### config.mk
export PLATFORM = sky130hd
export DESIGN_NAME = decode_stage
export DESIGN_NICKNAME = d
export VERILOG_FILES = /design/src/rtl/decode_stage_pkg.sv /design/src/rtl/decode_stage_imm_gen.sv /design/src/rtl/decode_stage.sv
export SDC_FILE = /design/constraint.sdc
export NUM_CORES = 1
export LEC_CHECK = 0
export CAP_MARGIN = 20
export CORE_MARGIN = 2
export CORE_UTILIZATION = 40
export DETAILED_ROUTE_END_ITERATION = 7
export GPL_ROUTABILITY_DRIVEN = 0
export SLEW_MARGIN = 10
export SYNTH_ARGS = -nofsm -noshare
export SYNTH_HDL_FRONTEND = slang
export SYNTH_SLANG_ARGS = --single-unit
### constraint.sdc
create_clock -name clk -period 8.5 [get_ports clk]
set_input_delay 2.55 -clock clk [delete_from_list [all_inputs] [get_ports clk]]
set_output_delay 2.55 -clock clk [all_outputs]
set_load 0.02 [all_outputs]
### src/rtl/decode_stage_pkg.sv
// Shared RV32I decode constants, op-code enumeration and the field decoder used ahead of the
// decode-stage pipeline registers.
package decode_stage_pkg;

  localparam logic [6:0] OPC_LOAD     = 7'b0000011;
  localparam logic [6:0] OPC_MISC_MEM = 7'b0001111;
  localparam logic [6:0] OPC_OP_IMM   = 7'b0010011;
  localparam logic [6:0] OPC_AUIPC    = 7'b0010111;
  localparam logic [6:0] OPC_STORE    = 7'b0100011;
  localparam logic [6:0] OPC_OP       = 7'b0110011;
  localparam logic [6:0] OPC_LUI      = 7'b0110111;
  localparam logic [6:0] OPC_BRANCH   = 7'b1100011;
  localparam logic [6:0] OPC_JALR     = 7'b1100111;
  localparam logic [6:0] OPC_JAL      = 7'b1101111;
  localparam logic [6:0] OPC_SYSTEM   = 7'b1110011;

  localparam logic [2:0] F3_BEQ  = 3'b000;
  localparam logic [2:0] F3_BNE  = 3'b001;
  localparam logic [2:0] F3_BLT  = 3'b100;
  localparam logic [2:0] F3_BGE  = 3'b101;
  localparam logic [2:0] F3_BLTU = 3'b110;
  localparam logic [2:0] F3_BGEU = 3'b111;
  localparam logic [2:0] F3_LB   = 3'b000;
  localparam logic [2:0] F3_LH   = 3'b001;
  localparam logic [2:0] F3_LW   = 3'b010;
  localparam logic [2:0] F3_LBU  = 3'b100;
  localparam logic [2:0] F3_LHU  = 3'b101;
  localparam logic [2:0] F3_SB   = 3'b000;
  localparam logic [2:0] F3_SH   = 3'b001;
  localparam logic [2:0] F3_SW   = 3'b010;
  localparam logic [2:0] F3_ADD  = 3'b000;
  localparam logic [2:0] F3_SLL  = 3'b001;
  localparam logic [2:0] F3_SLT  = 3'b010;
  localparam logic [2:0] F3_SLTU = 3'b011;
  localparam logic [2:0] F3_XOR  = 3'b100;
  localparam logic [2:0] F3_SRL  = 3'b101;
  localparam logic [2:0] F3_OR   = 3'b110;
  localparam logic [2:0] F3_AND  = 3'b111;

  localparam logic [6:0] F7_BASE   = 7'h00;
  localparam logic [6:0] F7_ALT    = 7'h20;
  localparam logic [6:0] F7_MULDIV = 7'h01;

  localparam int unsigned CLS_BRANCH = 4;
  localparam int unsigned CLS_JUMP   = 3;
  localparam int unsigned CLS_LOAD   = 2;
  localparam int unsigned CLS_STORE  = 1;
  localparam int unsigned CLS_SYSTEM = 0;

  // OP_MUL..OP_REMU must stay contiguous and in funct3 order.
  typedef enum logic [5:0] {
    OP_LUI, OP_AUIPC, OP_JAL, OP_JALR,
    OP_BEQ, OP_BNE, OP_BLT, OP_BGE, OP_BLTU, OP_BGEU,
    OP_LB, OP_LH, OP_LW, OP_LBU, OP_LHU,
    OP_SB, OP_SH, OP_SW,
    OP_ADDI, OP_SLTI, OP_SLTIU, OP_XORI, OP_ORI, OP_ANDI, OP_SLLI, OP_SRLI, OP_SRAI,
    OP_ADD, OP_SUB, OP_SLL, OP_SLT, OP_SLTU, OP_XOR, OP_SRL, OP_SRA, OP_OR, OP_AND,
    OP_FENCE, OP_ECALL, OP_EBREAK,
    OP_MUL, OP_MULH, OP_MULHSU, OP_MULHU, OP_DIV, OP_DIVU, OP_REM, OP_REMU,
    OP_ILLEGAL = 6'h3F
  } op_e;

  typedef enum logic [1:0] {StEmpty, StOne, StTwo} skid_state_e;

  typedef struct packed {
    logic [5:0] op;
    logic [4:0] rd;
    logic [4:0] rs1;
    logic [4:0] rs2;
    logic [4:0] cls;
    logic       illegal;
  } dec_t;

  function automatic dec_t decode_instr(input logic [31:0] instr, input logic en_m);
    dec_t       d;
    logic       ill;
    logic [2:0] f3;
    logic [6:0] f7;
    f3     = instr[14:12];
    f7     = instr[31:25];
    d      = '0;
    d.op   = OP_ILLEGAL;
    ill    = 1'b0;
    case (instr[6:0])
      OPC_LUI: begin
        d.op = OP_LUI;
        d.rd = instr[11:7];
      end
      OPC_AUIPC: begin
        d.op = OP_AUIPC;
        d.rd = instr[11:7];
      end
      OPC_JAL: begin
        d.op           = OP_JAL;
        d.rd           = instr[11:7];
        d.cls[CLS_JUMP] = 1'b1;
      end
      OPC_JALR: begin
        d.op            = OP_JALR;
        d.rd            = instr[11:7];
        d.rs1           = instr[19:15];
        d.cls[CLS_JUMP] = 1'b1;
        ill             = (f3 != 3'b000);
      end
      OPC_BRANCH: begin
        d.rs1             = instr[19:15];
        d.rs2             = instr[24:20];
        d.cls[CLS_BRANCH] = 1'b1;
        case (f3)
          F3_BEQ:  d.op = OP_BEQ;
          F3_BNE:  d.op = OP_BNE;
          F3_BLT:  d.op = OP_BLT;
          F3_BGE:  d.op = OP_BGE;
          F3_BLTU: d.op = OP_BLTU;
          F3_BGEU: d.op = OP_BGEU;
          default: ill  = 1'b1;
        endcase
      end
      OPC_LOAD: begin
        d.rd            = instr[11:7];
        d.rs1           = instr[19:15];
        d.cls[CLS_LOAD] = 1'b1;
        case (f3)
          F3_LB:   d.op = OP_LB;
          F3_LH:   d.op = OP_LH;
          F3_LW:   d.op = OP_LW;
          F3_LBU:  d.op = OP_LBU;
          F3_LHU:  d.op = OP_LHU;
          default: ill  = 1'b1;
        endcase
      end
      OPC_STORE: begin
        d.rs1            = instr[19:15];
        d.rs2            = instr[24:20];
        d.cls[CLS_STORE] = 1'b1;
        case (f3)
          F3_SB:   d.op = OP_SB;
          F3_SH:   d.op = OP_SH;
          F3_SW:   d.op = OP_SW;
          default: ill  = 1'b1;
        endcase
      end
      OPC_OP_IMM: begin
        d.rd  = instr[11:7];
        d.rs1 = instr[19:15];
        case (f3)
          F3_ADD:  d.op = OP_ADDI;
          F3_SLT:  d.op = OP_SLTI;
          F3_SLTU: d.op = OP_SLTIU;
          F3_XOR:  d.op = OP_XORI;
          F3_OR:   d.op = OP_ORI;
          F3_AND:  d.op = OP_ANDI;
          F3_SLL: begin
            d.op = OP_SLLI;
            ill  = (f7 != F7_BASE);
          end
          default: begin
            d.op = (f7 == F7_ALT) ? OP_SRAI : OP_SRLI;
            ill  = (f7 != F7_BASE) && (f7 != F7_ALT);
          end
        endcase
      end
      OPC_OP: begin
        d.rd  = instr[11:7];
        d.rs1 = instr[19:15];
        d.rs2 = instr[24:20];
        if (f7 == F7_BASE) begin
          case (f3)
            F3_ADD:  d.op = OP_ADD;
            F3_SLL:  d.op = OP_SLL;
            F3_SLT:  d.op = OP_SLT;
            F3_SLTU: d.op = OP_SLTU;
            F3_XOR:  d.op = OP_XOR;
            F3_SRL:  d.op = OP_SRL;
            F3_OR:   d.op = OP_OR;
            default: d.op = OP_AND;
          endcase
        end else if (f7 == F7_ALT && f3 == F3_ADD) begin
          d.op = OP_SUB;
        end else if (f7 == F7_ALT && f3 == F3_SRL) begin
          d.op = OP_SRA;
        end else if (f7 == F7_MULDIV && en_m) begin
          d.op = 6'(OP_MUL) + {3'b000, f3};
        end else begin
          ill = 1'b1;
        end
      end
      OPC_MISC_MEM: begin
        d.op = OP_FENCE;
        ill  = (f3 != 3'b000);
      end
      OPC_SYSTEM: begin
        d.cls[CLS_SYSTEM] = 1'b1;
        if (instr == 32'h0000_0073) begin
          d.op = OP_ECALL;
        end else if (instr == 32'h0010_0073) begin
          d.op = OP_EBREAK;
        end else begin
          ill = 1'b1;
        end
      end
      default: ill = 1'b1;
    endcase
    if (ill) begin
      d         = '0;
      d.op      = OP_ILLEGAL;
      d.illegal = 1'b1;
    end
    return d;
  endfunction

endpackage

### src/rtl/decode_stage_imm_gen.sv
// Immediate generator: picks the I/S/B/U/J (or shift-amount) immediate from the opcode and
// sign-extends it to XLEN. Pure combinational so other units can share it.
module decode_stage_imm_gen
  import decode_stage_pkg::*;
#(
  parameter int unsigned XLEN = 32
) (
  input  logic [31:0]     i_instr,
  output logic [XLEN-1:0] o_imm
);

  logic signed [31:0] w_imm32;

  always_comb begin
    w_imm32 = '0;
    case (i_instr[6:0])
      OPC_LOAD, OPC_JALR: w_imm32 = {{20{i_instr[31]}}, i_instr[31:20]};
      OPC_OP_IMM: begin
        // funct3 001/101 are the shifts: immediate is the raw shift amount.
        if (i_instr[13:12] == 2'b01) begin
          w_imm32 = {27'b0, i_instr[24:20]};
        end else begin
          w_imm32 = {{20{i_instr[31]}}, i_instr[31:20]};
        end
      end
      OPC_STORE:  w_imm32 = {{20{i_instr[31]}}, i_instr[31:25], i_instr[11:7]};
      OPC_BRANCH: w_imm32 = {{19{i_instr[31]}}, i_instr[31], i_instr[7], i_instr[30:25],
                             i_instr[11:8], 1'b0};
      OPC_LUI, OPC_AUIPC: w_imm32 = {i_instr[31:12], 12'b0};
      OPC_JAL:    w_imm32 = {{11{i_instr[31]}}, i_instr[31], i_instr[19:12], i_instr[20],
                             i_instr[30:21], 1'b0};
      default:    w_imm32 = '0;
    endcase
  end

  assign o_imm = XLEN'(w_imm32);

endmodule

### src/rtl/decode_stage.sv
// Registered RV32I decode stage: decodes in_instr combinationally, then holds the bundle in a
// main register backed by an optional skid register so in_ready never depends on out_ready.
module decode_stage
  import decode_stage_pkg::*;
#(
  parameter int unsigned XLEN = 32,
  parameter int unsigned EN_M = 0,
  parameter int unsigned SKID = 1
) (
  input  logic            clk,
  input  logic            rst,
  input  logic            flush,
  input  logic            in_valid,
  output logic            in_ready,
  input  logic [31:0]     in_instr,
  input  logic [XLEN-1:0] in_pc,
  output logic            out_valid,
  input  logic            out_ready,
  output logic [XLEN-1:0] out_pc,
  output logic [5:0]      out_op,
  output logic [4:0]      out_rd,
  output logic [4:0]      out_rs1,
  output logic [4:0]      out_rs2,
  output logic [XLEN-1:0] out_imm,
  output logic [4:0]      out_cls,
  output logic            out_illegal
);

  dec_t            w_dec;
  logic [XLEN-1:0] w_imm_raw;
  logic [XLEN-1:0] w_imm;
  logic            w_in_fire;
  logic            w_out_fire;
  logic            w_load_main_in;
  logic            w_load_main_skid;
  logic            w_load_skid;
  logic            w_in_ready_d;
  skid_state_e     w_state_d;

  skid_state_e     r_state;
  logic            r_in_ready;
  dec_t            r_main_dec;
  logic [XLEN-1:0] r_main_pc;
  logic [XLEN-1:0] r_main_imm;
  dec_t            r_skid_dec;
  logic [XLEN-1:0] r_skid_pc;
  logic [XLEN-1:0] r_skid_imm;

  assign w_dec = decode_instr(in_instr, EN_M != 0);

  decode_stage_imm_gen #(
    .XLEN(XLEN)
  ) u_imm_gen (
    .i_instr(in_instr),
    .o_imm  (w_imm_raw)
  );

  assign w_imm = w_dec.illegal ? '0 : w_imm_raw;

  assign out_valid  = (r_state != StEmpty);
  assign in_ready   = (SKID != 0) ? r_in_ready : ((r_state == StEmpty) | out_ready);
  assign w_in_fire  = in_valid & in_ready;
  assign w_out_fire = out_valid & out_ready;

  always_comb begin
    w_state_d        = r_state;
    w_load_main_in   = 1'b0;
    w_load_main_skid = 1'b0;
    w_load_skid      = 1'b0;
    if (flush) begin
      w_state_d = StEmpty;
    end else begin
      case (r_state)
        StEmpty: begin
          if (w_in_fire) begin
            w_load_main_in = 1'b1;
            w_state_d      = StOne;
          end
        end
        StOne: begin
          if (w_in_fire && w_out_fire) begin
            w_load_main_in = 1'b1;
          end else if (w_in_fire) begin
            // Unreachable with SKID=0: in_ready there requires out_ready when full.
            w_load_skid = 1'b1;
            w_state_d   = StTwo;
          end else if (w_out_fire) begin
            w_state_d = StEmpty;
          end
        end
        StTwo: begin
          if (w_out_fire) begin
            w_load_main_skid = 1'b1;
            w_state_d        = StOne;
          end
        end
        default: w_state_d = StEmpty;
      endcase
    end
    w_in_ready_d = (w_state_d != StTwo);
  end

  always_ff @(posedge clk or posedge rst) begin
    if (rst) begin
      r_state    <= StEmpty;
      r_in_ready <= 1'b1;
      r_main_dec <= '0;
      r_main_pc  <= '0;
      r_main_imm <= '0;
      r_skid_dec <= '0;
      r_skid_pc  <= '0;
      r_skid_imm <= '0;
    end else begin
      r_state    <= w_state_d;
      r_in_ready <= w_in_ready_d;
      if (w_load_main_in) begin
        r_main_dec <= w_dec;
        r_main_pc  <= in_pc;
        r_main_imm <= w_imm;
      end else if (w_load_main_skid) begin
        r_main_dec <= r_skid_dec;
        r_main_pc  <= r_skid_pc;
        r_main_imm <= r_skid_imm;
      end
      if (w_load_skid) begin
        r_skid_dec <= w_dec;
        r_skid_pc  <= in_pc;
        r_skid_imm <= w_imm;
      end
    end
  end

  assign out_pc      = r_main_pc;
  assign out_op      = r_main_dec.op;
  assign out_rd      = r_main_dec.rd;
  assign out_rs1     = r_main_dec.rs1;
  assign out_rs2     = r_main_dec.rs2;
  assign out_imm     = r_main_imm;
  assign out_cls     = r_main_dec.cls;
  assign out_illegal = r_main_dec.illegal;

endmodule

==> impl_results.md <==
* Largest family of logic cells by synthesized area: simple AND/OR/NAND/NOR gates
* Synthesized flop and latch total at 185
* CTS tree: done
* Initial drt markers at 559
* Port buffer count at 161
* Clock Sinks at 185
* DRC at 0
* DR vias at 7,565
* Max-slew violations at 0
* Complex-gate fraction of the synthesized area at 19.9%
* Post-DP HPWL at 16,200 µm
* Drt wl/cell at 18.2 µm
* WL final at 24,900 µm
* Clk Latency, worst-skew pair at 0.43 ns
* Fin area at 11,200 µm²
* Setup crit start: in_instr[12]
* Post-Syn Area at 8910 µm²
* Area share of and/or/nand/nor cells after synthesis at 20.6%
* Fill count at 2,045
* Setup TNS at 0 ns
* Chip width at 153 µm
* Fin util at 51.5%
* Seq/Total Area, Yosys at 52.0%
* Ys flop type: dfrtp_1
* Max Freq at 186 MHz
* Cell Rows at 54
* CP required at 8.87 ns
* Storage cell area at 4630 µm²
* Tcrit/Tclk final at 63.2%
* P&R area growth vs syn at 26.1%
* Post-CTS setup buffers at 0
* Share of cells above drive strength 1 at 6.59%
* Starting Density at 40.8%
* Critical Path Source Type: input port
* TritonCTS Buffers at 17
* Initial antenna violation count at 0
* Die ar. at 23,500 µm²
* Worst vdd ir at 0.118 mV
* Post-Syn Nets at 1,039
* Adder-cell share of the synthesized area at 0%
* Hold path start: r_skid_pc[1]
* PD cells at 208 nW/µm²
* Syn Area/Cell at 9.19 µm²
* Area post-placement at 10,600 µm²
* Gr usage total at 21.6%
* Crit path DAT at 5.75 ns
* Crit Path Category: in2reg
* Worst hold path depth at 2
* H-tree lvl count at 4
* Register-to-Register Setup Slack at 5.74 ns
* Area contributors post-synth: dfrtp_1 52%, nand2_1 10%, a22oi_1 3.2%
* Final Hold Vio Count at 0
* Routed Antenna Nets at 0
* Post-CTS resize count at 0
* Core region area at 21,800 µm²
* Antenna Cells at 0
* Post-synth EDFFs at 0
* Endpoint class of the critical path: flop
* Final setup vio count at 0
* Synth top area share at 51.7%
* Pin count of the biggest net entering global routing at 97
* I/O pin count at 162
* Vias in the first global route at 7,283
* Root Buffer: clkbuf_16
* Final Skew at 0.0130 ns
* Synth Area in XOR/XNOR at 0.492%
* Cells after synthesis at 970
* YS warnings at 0
* R2R Path End: out_cls[0]
* RSZ-0062 raised after global routing: no
* Drt via density at 5.51
* Hold buffers post-CTS at 0
* Most frequent cell after synthesis: nand2_1
* Worst Slack Setup Final at 3.12 ns
* Yosys top cell by area: dfrtp_1
* Critical path peak fanout at 20
* Slew headroom at 34.0%
* Clock buffer depth at 2
* 1st-pass router iterations at 7
* Mux share of post-synthesis cell area at 2.82%
* Post-layout minimum cycle time at 5.38 ns
* Max_cap viols at 0
* Async SR Flop Fraction at 100%
* Dpl ws at 2.77 ns
* Pwr Total at 0.00234 W
* Area of the multi-input gates at 3940 µm²
* Die Y-Extent at 153 µm
* Synth cell count leaders: 241 x nand2_1, 184 x dfrtp_1, 55 x clkbuf_1, 53 x o21ai_0, 52 x a21oi_1
* Reg2Reg Depth at 5
* First-pass GRT wire length at 40,700 µm
* Worst hold path type: reg2reg
* Status: finished clean
* Leakage power at 4.76 nW
* Post-synth cell types at 64
* GRT overflow at 0
* RR Startpoint: r_state[0]
* Clock slew seen by the registers of the worst setup and hold paths at 0.07 ns
* Hold EP: r_skid_pc[1]
* Least-Margin Pin Slew at 0.987 ns
* Final #Nets at 1,150
report_power, final:
group	leakage [nW]	internal, W	switching [W]
logic	2.10	0.000215	0.000260
registers	2.38	0.000998	0.0000683
clock network	0.282	0.000444	0.000352
total	4.76	0.00166	0.000680
cell usage in the layout (no fill, tap or decap), types with 15 or more instances in the layout:
cell and n:
o21ai_0 53, clkdlybuf4s50_1 161, nor2b_1 35, and2_1 17, clkbuf_16 17, a22oi_1 38, a21oi_1 52, nand2_1 241
nor2_1 37, nand3_1 17, dfrtp_1 184, a31o_2 15, a211oi_1 31, mux2i_1 24
layout make-up:
type                            count  area share (%)
Timing Repair Buffer              170            15.1
Clock inverter                     12            1.25
Clock buffer                       19            3.94
Multi-Input combinational cell    698            35.0
Sequential cell                   185            41.2
Tap cell                          280            3.12
Inverter                            9           0.345
through the flow:
stage                     std cells  hold slack, ns
after detailed placement       1341           0.462
after CTS                      1372           0.480
after global routing           1373           0.502
after global placement         1341           0.458
after floorplan                 970           0.447
final                          1373           0.475
state kept, by name, summed over array words and instances (netlist names):
name         flops
r_skid_dec      27
in_ready         1
r_skid_pc       32
out_pc          32
out_op           6
out_imm         32
out_rd           5
out_rs2          5
r_state          2
out_cls          5
out_illegal      1
r_skid_imm      32
out_rs1          5
cell families after synthesis:
logic type / count (synthesis)
muxes: 25
DFF: 185
AOI/OAI and AO/OA: 266
xor gates and xnor gates: 5
buffers and inverters: 87
and+or+nand+nor: 402
per-layer routing:
metal	track usage (%)	share of wire [%]	routed length [µm]	vias up
met2	32.8	46	11400	237
met3	3.77	5.4	1350	25
met1	32.1	47	11800	3673
li1	-	-	-	3630
met4	5.11	1.3	333	0
met5	0	0	0	-
worst max path at each step:
stage / to / depth (start not counted)
3_3_place_gp: out_rd[1] / 7
3_5_place_dp: out_rd[3] / 7
2_1_floorplan: out_cls[0] / 1
5_1_grt: out_rd[1] / 7
4_1_cts: out_rd[3] / 7
6_report: out_rd[1] / 7
critical path: stages:
cell and delay (ns):
clkdlybuf4s50_1 0.79, nor3_2 0.54, a2111oi_2 0.09, a211oi_1 0.39, nand4_2 0.52, a21oi_2 0.61, a31o_2 0.24
No activity file was read; power rests on OpenSTA's default activity.
